[src/rtl/hazard_ctrl_unit.sv]
`default_nettype none
// ============================================================================
// Module   : hazard_ctrl_unit
// Desc     : Hazard detection and pipeline control for a 5-stage RISC-V
//            pipeline. Tracks register tags in X/M/W, raises stall/flush,
//            drives the X-stage operand forwarding selects and keeps
//            saturating stall/flush event counters.
// Revision : 1.0 - initial release
// ============================================================================
module hazard_ctrl_unit #(
    parameter int REG_AW    = 5,
    parameter int FWD_EN    = 1,
    parameter int RF_BYPASS = 0,
    parameter int CNT_W     = 16
) (
    input  logic              clk,
    input  logic              rest,
    input  logic              d_valid,
    input  logic [REG_AW-1:0] d_rs1,
    input  logic [REG_AW-1:0] d_rs2,
    input  logic              d_use_rs1,
    input  logic              d_use_rs2,
    input  logic [REG_AW-1:0] d_rd,
    input  logic              d_we,
    input  logic              d_is_load,
    input  logic              x_branch_taken,
    output logic              stall,
    output logic              flush_d,
    output logic              flush_x,
    output logic [1:0]        fwd_a,
    output logic [1:0]        fwd_b,
    output logic [CNT_W-1:0]  stall_cnt,
    output logic [CNT_W-1:0]  flush_cnt
);

    localparam logic [1:0] c_sel_rf  = 2'b00;
    localparam logic [1:0] c_sel_mem = 2'b01;
    localparam logic [1:0] c_sel_wb  = 2'b10;

    localparam logic c_fwd_on     = (FWD_EN != 0);
    // Without an RF bypass a W-stage write is not visible to a same-cycle read
    localparam logic c_wb_blocks  = (RF_BYPASS == 0);

    localparam logic [CNT_W-1:0] c_cnt_one = {{(CNT_W-1){1'b0}}, 1'b1};
    localparam logic [CNT_W-1:0] c_cnt_max = {CNT_W{1'b1}};

    // X shadow: producer tags plus the consumer tags needed for forwarding
    logic              r_x_valid;
    logic [REG_AW-1:0] r_x_rd;
    logic              r_x_we;
    logic              r_x_ld;
    logic [REG_AW-1:0] r_x_rs1;
    logic [REG_AW-1:0] r_x_rs2;
    logic              r_x_use1;
    logic              r_x_use2;

    // M shadow
    logic              r_m_valid;
    logic [REG_AW-1:0] r_m_rd;
    logic              r_m_we;
    logic              r_m_ld;

    // W shadow; the load flag is not kept here because a W producer is
    // always forwardable and never changes a decision
    logic              r_w_valid;
    logic [REG_AW-1:0] r_w_rd;
    logic              r_w_we;

    logic [CNT_W-1:0]  r_stall_cnt;
    logic [CNT_W-1:0]  r_flush_cnt;

    logic w_x_hit_d;
    logic w_m_hit_d;
    logic w_w_hit_d;
    logic w_stall_raw;
    logic w_stall;
    logic w_bubble;
    logic w_m_hit_a;
    logic w_m_hit_b;
    logic w_w_hit_a;
    logic w_w_hit_b;

    // A producer feeds a source when it is live, writes, targets that
    // register, the register is not x0 and the source is really read
    function automatic logic f_hit(
        input logic              p_valid,
        input logic              p_we,
        input logic [REG_AW-1:0] p_rd,
        input logic [REG_AW-1:0] src,
        input logic              use_src
    );
        return p_valid && p_we && (p_rd == src) && (src != '0) && use_src;
    endfunction

    // Does each in-flight producer feed either D-stage source
    assign w_x_hit_d = f_hit(r_x_valid, r_x_we, r_x_rd, d_rs1, d_use_rs1)
                     | f_hit(r_x_valid, r_x_we, r_x_rd, d_rs2, d_use_rs2);
    assign w_m_hit_d = f_hit(r_m_valid, r_m_we, r_m_rd, d_rs1, d_use_rs1)
                     | f_hit(r_m_valid, r_m_we, r_m_rd, d_rs2, d_use_rs2);
    assign w_w_hit_d = f_hit(r_w_valid, r_w_we, r_w_rd, d_rs1, d_use_rs1)
                     | f_hit(r_w_valid, r_w_we, r_w_rd, d_rs2, d_use_rs2);

    // With forwarding only a load in X (data not ready until after M) or an
    // unbypassed W write blocks D; interlock-only waits for full drain
    assign w_stall_raw = c_fwd_on
                       ? ((w_x_hit_d & r_x_ld) | (c_wb_blocks & w_w_hit_d))
                       : (w_x_hit_d | w_m_hit_d | (c_wb_blocks & w_w_hit_d));

    // A redirect squashes D anyway, so it overrides any stall request
    assign w_stall  = d_valid & w_stall_raw & ~x_branch_taken;
    assign w_bubble = w_stall | x_branch_taken;

    assign stall   = w_stall;
    assign flush_d = x_branch_taken;
    assign flush_x = x_branch_taken;

    // Producer matches against the instruction currently in X
    assign w_m_hit_a = f_hit(r_m_valid, r_m_we, r_m_rd, r_x_rs1, r_x_use1);
    assign w_m_hit_b = f_hit(r_m_valid, r_m_we, r_m_rd, r_x_rs2, r_x_use2);
    assign w_w_hit_a = f_hit(r_w_valid, r_w_we, r_w_rd, r_x_rs1, r_x_use1);
    assign w_w_hit_b = f_hit(r_w_valid, r_w_we, r_w_rd, r_x_rs2, r_x_use2);

    // Operand source select: youngest ready producer wins; a load in M has
    // no data yet, so it is never picked
    always_comb begin
        fwd_a = c_sel_rf;
        fwd_b = c_sel_rf;
        if (c_fwd_on && r_x_valid) begin
            if (w_m_hit_a && !r_m_ld) begin
                fwd_a = c_sel_mem;
            end else if (w_w_hit_a) begin
                fwd_a = c_sel_wb;
            end
            if (w_m_hit_b && !r_m_ld) begin
                fwd_b = c_sel_mem;
            end else if (w_w_hit_b) begin
                fwd_b = c_sel_wb;
            end
        end
    end

    // Advance the shadow pipeline; a stall or redirect injects a bubble into X
    always_ff @(posedge clk or negedge rest) begin
        if (!rest) begin
            r_x_valid <= 1'b0;
            r_x_rd    <= '0;
            r_x_we    <= 1'b0;
            r_x_ld    <= 1'b0;
            r_x_rs1   <= '0;
            r_x_rs2   <= '0;
            r_x_use1  <= 1'b0;
            r_x_use2  <= 1'b0;
            r_m_valid <= 1'b0;
            r_m_rd    <= '0;
            r_m_we    <= 1'b0;
            r_m_ld    <= 1'b0;
            r_w_valid <= 1'b0;
            r_w_rd    <= '0;
            r_w_we    <= 1'b0;
        end else begin
            r_w_valid <= r_m_valid;
            r_w_rd    <= r_m_rd;
            r_w_we    <= r_m_we;

            r_m_valid <= r_x_valid;
            r_m_rd    <= r_x_rd;
            r_m_we    <= r_x_we;
            r_m_ld    <= r_x_ld;

            r_x_rd    <= d_rd;
            r_x_rs1   <= d_rs1;
            r_x_rs2   <= d_rs2;
            if (w_bubble) begin
                r_x_valid <= 1'b0;
                r_x_we    <= 1'b0;
                r_x_ld    <= 1'b0;
                r_x_use1  <= 1'b0;
                r_x_use2  <= 1'b0;
            end else begin
                r_x_valid <= d_valid;
                r_x_we    <= d_we;
                r_x_ld    <= d_is_load;
                r_x_use1  <= d_use_rs1;
                r_x_use2  <= d_use_rs2;
            end
        end
    end

    // Saturating performance counters for stall and redirect cycles
    always_ff @(posedge clk or negedge rest) begin
        if (!rest) begin
            r_stall_cnt <= '0;
            r_flush_cnt <= '0;
        end else begin
            if (w_stall && (r_stall_cnt != c_cnt_max)) begin
                r_stall_cnt <= r_stall_cnt + c_cnt_one;
            end
            if (x_branch_taken && (r_flush_cnt != c_cnt_max)) begin
                r_flush_cnt <= r_flush_cnt + c_cnt_one;
            end
        end
    end

    assign stall_cnt = r_stall_cnt;
    assign flush_cnt = r_flush_cnt;

endmodule
`default_nettype wire

[config.mk]
export PLATFORM = sky130hd
export DESIGN_NAME = hazard_ctrl_unit
export DESIGN_NICKNAME = d
export VERILOG_FILES = /design/src/rtl/hazard_ctrl_unit.sv
export SDC_FILE = /design/constraint.sdc
export NUM_CORES = 1
export LEC_CHECK = 0
export BUFFER_PORTS_ARGS = -buffer_cell sky130_fd_sc_hd__buf_4
export CORE_MARGIN = 2
export CORE_UTILIZATION = 47
export DETAILED_ROUTE_END_ITERATION = 16
export PLACE_DENSITY_LB_ADDON = 0.2
export SYNTH_ARGS = -nofsm -noshare
export SYNTH_HDL_FRONTEND = slang
export SYNTH_SLANG_ARGS = --single-unit
export TNS_END_PERCENT = 5
[constraint.sdc]
create_clock -name clk -period 2.7 [get_ports clk]
set_input_delay 0.135 -clock clk [delete_from_list [all_inputs] [get_ports clk]]
set_output_delay 0.135 -clock clk [all_outputs]
set_load 0.02 [all_outputs]
# Yosys cells after proc, flatten, opt, wreduce, memory -nomap -nowiden
# Index checks and enable logic that the tools add are counted.
# Widths: inputs -> output; s select.
# word_totals
reg_bits	67
latchBits	0
ram_bits	0
romBits	0
input_bits	23
output_inout_bits	39
elab_cells	84
mem_count	0
# op_classes
n_addsub	2
mul	0
n_div	0
magnitude_cmp	0
eq_ne	10
n_shift	0
mux	11
n_bitwise	8
reduce_logical	36
# ops
op	n
$eq 5x5->1	8
$add 16x1->16 const B	2
$ne 16x16->1 const B	2
$logic_and 1x1->1	31
$reduce_bool 5->1	4
$mux 2	6
$mux 1	5
$or 1x1->1	4
$and 1x1->1	3
$logic_not 1->1	1
$not 1->1	1

# Longest topological paths before layout
# depth
word_depth	11
depth_mapped	9
mapped_depth_nobuf	7

# Worst setup path after synthesis
# No wires, ideal clock.
# synth_path
path_type	reg2out
startpoint	reg r_x_rs1[0]
endpoint	out fwd_a[1]
arrival_time_ps	1892
slack_ps	673
path_stages_with_launch	5
cell_sequence	dfrtp_1 or4_1 o21ai_0 nor4_1 nor4_1
# synth_between
elab_chain_cells	7
# synth_rtl
element	line	text
start, declared	52	logic [REG_AW-1:0] r_x_rs1;
start signal, assigned	171	r_x_rs1 <= d_rs1;
$eq 5x5->1	92	return p_valid && p_we && (p_rd == src) && (src != '0) && use_src;
$logic_and 1x1->1 (3 in series)	92	
$mux 2 or $logic_and 1x1->1 (tied branches)	131, 129	
$mux 2 *	129	if (w_m_hit_a && !r_m_ld) begin
$mux 2 *	128	if (c_fwd_on && r_x_valid) begin
end, declared	30	output logic [1:0] fwd_a,
# Mark *: on every way between the ends. The rest lies on a longest branch, timed or not.

# Worst setup path in the final report
# layout_path
startpoint	in d_rs2[1]
endpoint	out stall
# layout_between
elab_chain_cells	9
# layout_rtl
element	line	text
start, declared	20	input logic [REG_AW-1:0] d_rs2,
$eq 5x5->1	92	
$logic_and 1x1->1 (3 in series)	92	
$or 1x1->1	97	| f_hit(r_x_valid, r_x_we, r_x_rd, d_rs2, d_use_rs2);
$and 1x1->1	106	? ((w_x_hit_d & r_x_ld) | (c_wb_blocks & w_w_hit_d))
$or 1x1->1 *	106	
$and 1x1->1 * (2 in series)	110	assign w_stall = d_valid & w_stall_raw & ~x_branch_taken;
end, declared	27	output logic stall,
# Marked as above.

==> flow_summary.toml <==
[outcome]
outcome = "finished, final reports clean"

[final_layout]
area_growth_pct = 29.9
multi_input_area_mm2 = 0.00126
diodes = 0
most-common-layout-cells = "dfrtp_1, buf_4, xnor2_1, nand3_1, dlygate4sd3_1"
fillerInstances = 515
ff_latch_area_mm2 = 0.00168
final_common_cell = "dfrtp_1"
finalNetCount = 371
final_layout_size_suffix_gt1_share_pct = 23.1
fin_cells = 428

[cts]
clk_latency_ns = 0.33
h-tree-depth = 3
post_cts_resized = 0
clock_sinks = 67
hold_buffers = 17
cts_tree = "built"
cts_inserted_buffers = 9
clk_path_buf_depth = 2
cts-root-buf = "clkbuf_8"
clk_pin_slew_ns = 0.08
cts_setup_buffers = 0

[timing]
hold_viol = 0
rsz0062_at_grt = "false"
fin_tns_setup_ns = 0
slew_violations = 0
fmax_mhz = 397
setup_viol = 0
slew_headroom_pct = 44.8
worstMarginPinSlew_ns = 0.827
period_minus_slack_ns = 2.52
fin_skew_ns = 0.00922
post-route-period-util_pct = 93.4

[hold_path]
min_to = "r_x_use1"
hold_path_class = "input pin to flip-flop"
hp-start = "d_use_rs1"
holdPathStages = 2

[placement]
dp_cells = 394
port_buffers = 61
gp_congestion = 0.835
hpwl_um = 4730

[synthesis]
ys_types = 31
syn_area_mm2 = 0.00301
ys_ff_latch = 67
synthCells = 261
synth_seq_area_share_pct = 55.7
syn_area_per_cell_um2 = 11.5
synth_warnings = 0
synthesis.nets = 286

[drt]
routed_wl_um = 6550
drc = 0
vias = 2217
viasPerCell = 5.18
wl_per_cell_um = 15.3
initialDrtViolationCount = 112
postRouteAntennaNets = 0
firstDrtPassIters = 4

[worst_setup_path]
critical_path_required_ns = 2.57
endpoint_kind = "primary output"
cp_max_fo = 11
r2r_start = "r_w_rd[1]"
arrival_ns = 2.39
r2r_slack_ns = 0.34
worstReg2RegEnd = "stall_cnt[14]"
critical_path_class = "input pin to primary output"
startpoint_type = "input pin"
r2r_cells = 7

[floorplanning]
fp.coreArea_mm2 = 0.00628
fp.dieW_um = 84
rows = 29
die_h_um = 84
io_pins = 62
dieArea_mm2 = 0.00706
start_util_pct = 47.9

[power_and_ir_drop]
vdd_ir_drop_max_mv = 0.476
powerDensity_mw_per_mm2 = 598
leakagePower_nw = 1.80

[global_routing]
first_global_vias = 2174
grt_pass1_wl_um = 10600
grt_max_degree = 68
grt_use_total_pct = 19.2
overflow = 0
antenna_found_initial = 0

[job]
drv_cap = 0
[stage by stage]
| step | power, mW | hold WS, ns | worst slack (ns) | util, % | area (um2) |
|---|---|---|---|---|---|
| after floorplan | 1.36 | -0.161 | 0.673 | - | 3010 |
| after global placement | 1.53 | 0.245 | 0.495 | 56.3 | 3530 |
| after detailed placement | 1.54 | 0.247 | 0.362 | 56.3 | 3530 |
| after CTS | 2.36 | 0.00774 | 0.200 | 62.1 | 3900 |
| after global routing | 2.45 | 0.00821 | 0.0770 | 62.2 | 3910 |
| final | 2.34 | 0.0258 | 0.178 | 62.2 | 3910 |
[Yosys cell counts (all sizes together)]
master   n  share of area [%]
nand2b   1               0.21
nor2b    1               0.21
nor4     9                1.9
xor2    17                4.9
nor2    10                1.2
xnor2   51                 15
o31ai    1               0.25
nand4   14                2.9
or4      4                1.0
nand3   21                3.5
clkbuf   3               0.46
o211ai   1               0.25
o41ai    1               0.92
nand2   14                1.7
and2     6                1.2
mux2     2               0.75
nor3     3               0.50
o21ai    5               0.83
and3    12                2.5
a21oi    1               0.17
dfrtp   67                 56
buf      5                1.2
inv      6               0.75
and4     2               0.58
mux2i    1               0.33
o22ai    1               0.21
ha       2               0.83
[how the worst max path moves through the flow]
stage,startpoint,to
after floorplan,r_x_rs1[0],fwd_a[1]
final,d_rs2[1],stall
after detailed placement,r_w_rd[1],stall_cnt[1]
after global routing,d_rs2[2],stall
after global placement,r_w_rd[3],stall_cnt[1]
after CTS,d_rs2[1],stall
[state kept, by name, indices dropped and copies added (netlist names), 5 cells and up]
signal / count
flush_cnt: 16
stall_cnt: 16
r_m_rd: 5
r_w_rd: 5
r_x_rd: 5
r_x_rs1: 5
r_x_rs2: 5
[critical path, cell delays in order]
cell and delay (ns):
dlygate4sd3_1 0.54, buf_4 0.15, or4_1 0.52, o21ai_1 0.23, nor4_1 0.11, o21ai_1 0.27
o41ai_4 0.22, buf_4 0.21
[per-layer routing]
layer | part of all wire, % | track usage [%] | vias to the layer above
met5 | 0 | 0 | -
met4 | 0.90 | 6.30 | 0
li1 | - | - | 1061
met1 | 45 | 24.9 | 1103
met2 | 50 | 31.4 | 49
met3 | 3.9 | 5.04 | 4
[kinds of logic after synthesis]
logic type               synth area share, %
multiplexers                            1.08
XOR/XNOR                                19.8
flip-flops                              55.7
AO/OA/AOI/OAI                           2.62
AND/OR/NAND/NOR                         17.5
adder cells (fa/ha/maj)                0.832
buffers and inverters                   2.41
[where the power goes]
group          leakage (nW)  total [mW]  internal (mW)  switching (mW)
clock network        0.0950       0.802          0.423           0.379
registers             0.846        1.17           1.08          0.0964
logic                 0.857       0.363          0.180           0.183
total                  1.80        2.34           1.68           0.659
[final cells by class]
cell class,count,area share [%]
sequential,67,42.9
multi-input combinational,180,32.2
timing repair buffer,82,16.9
clock buffer,9,3.17
tap,77,2.47
clock inverter,7,1.76
inverter,6,0.576
Note: power is estimated with default switching activity, not from simulation.
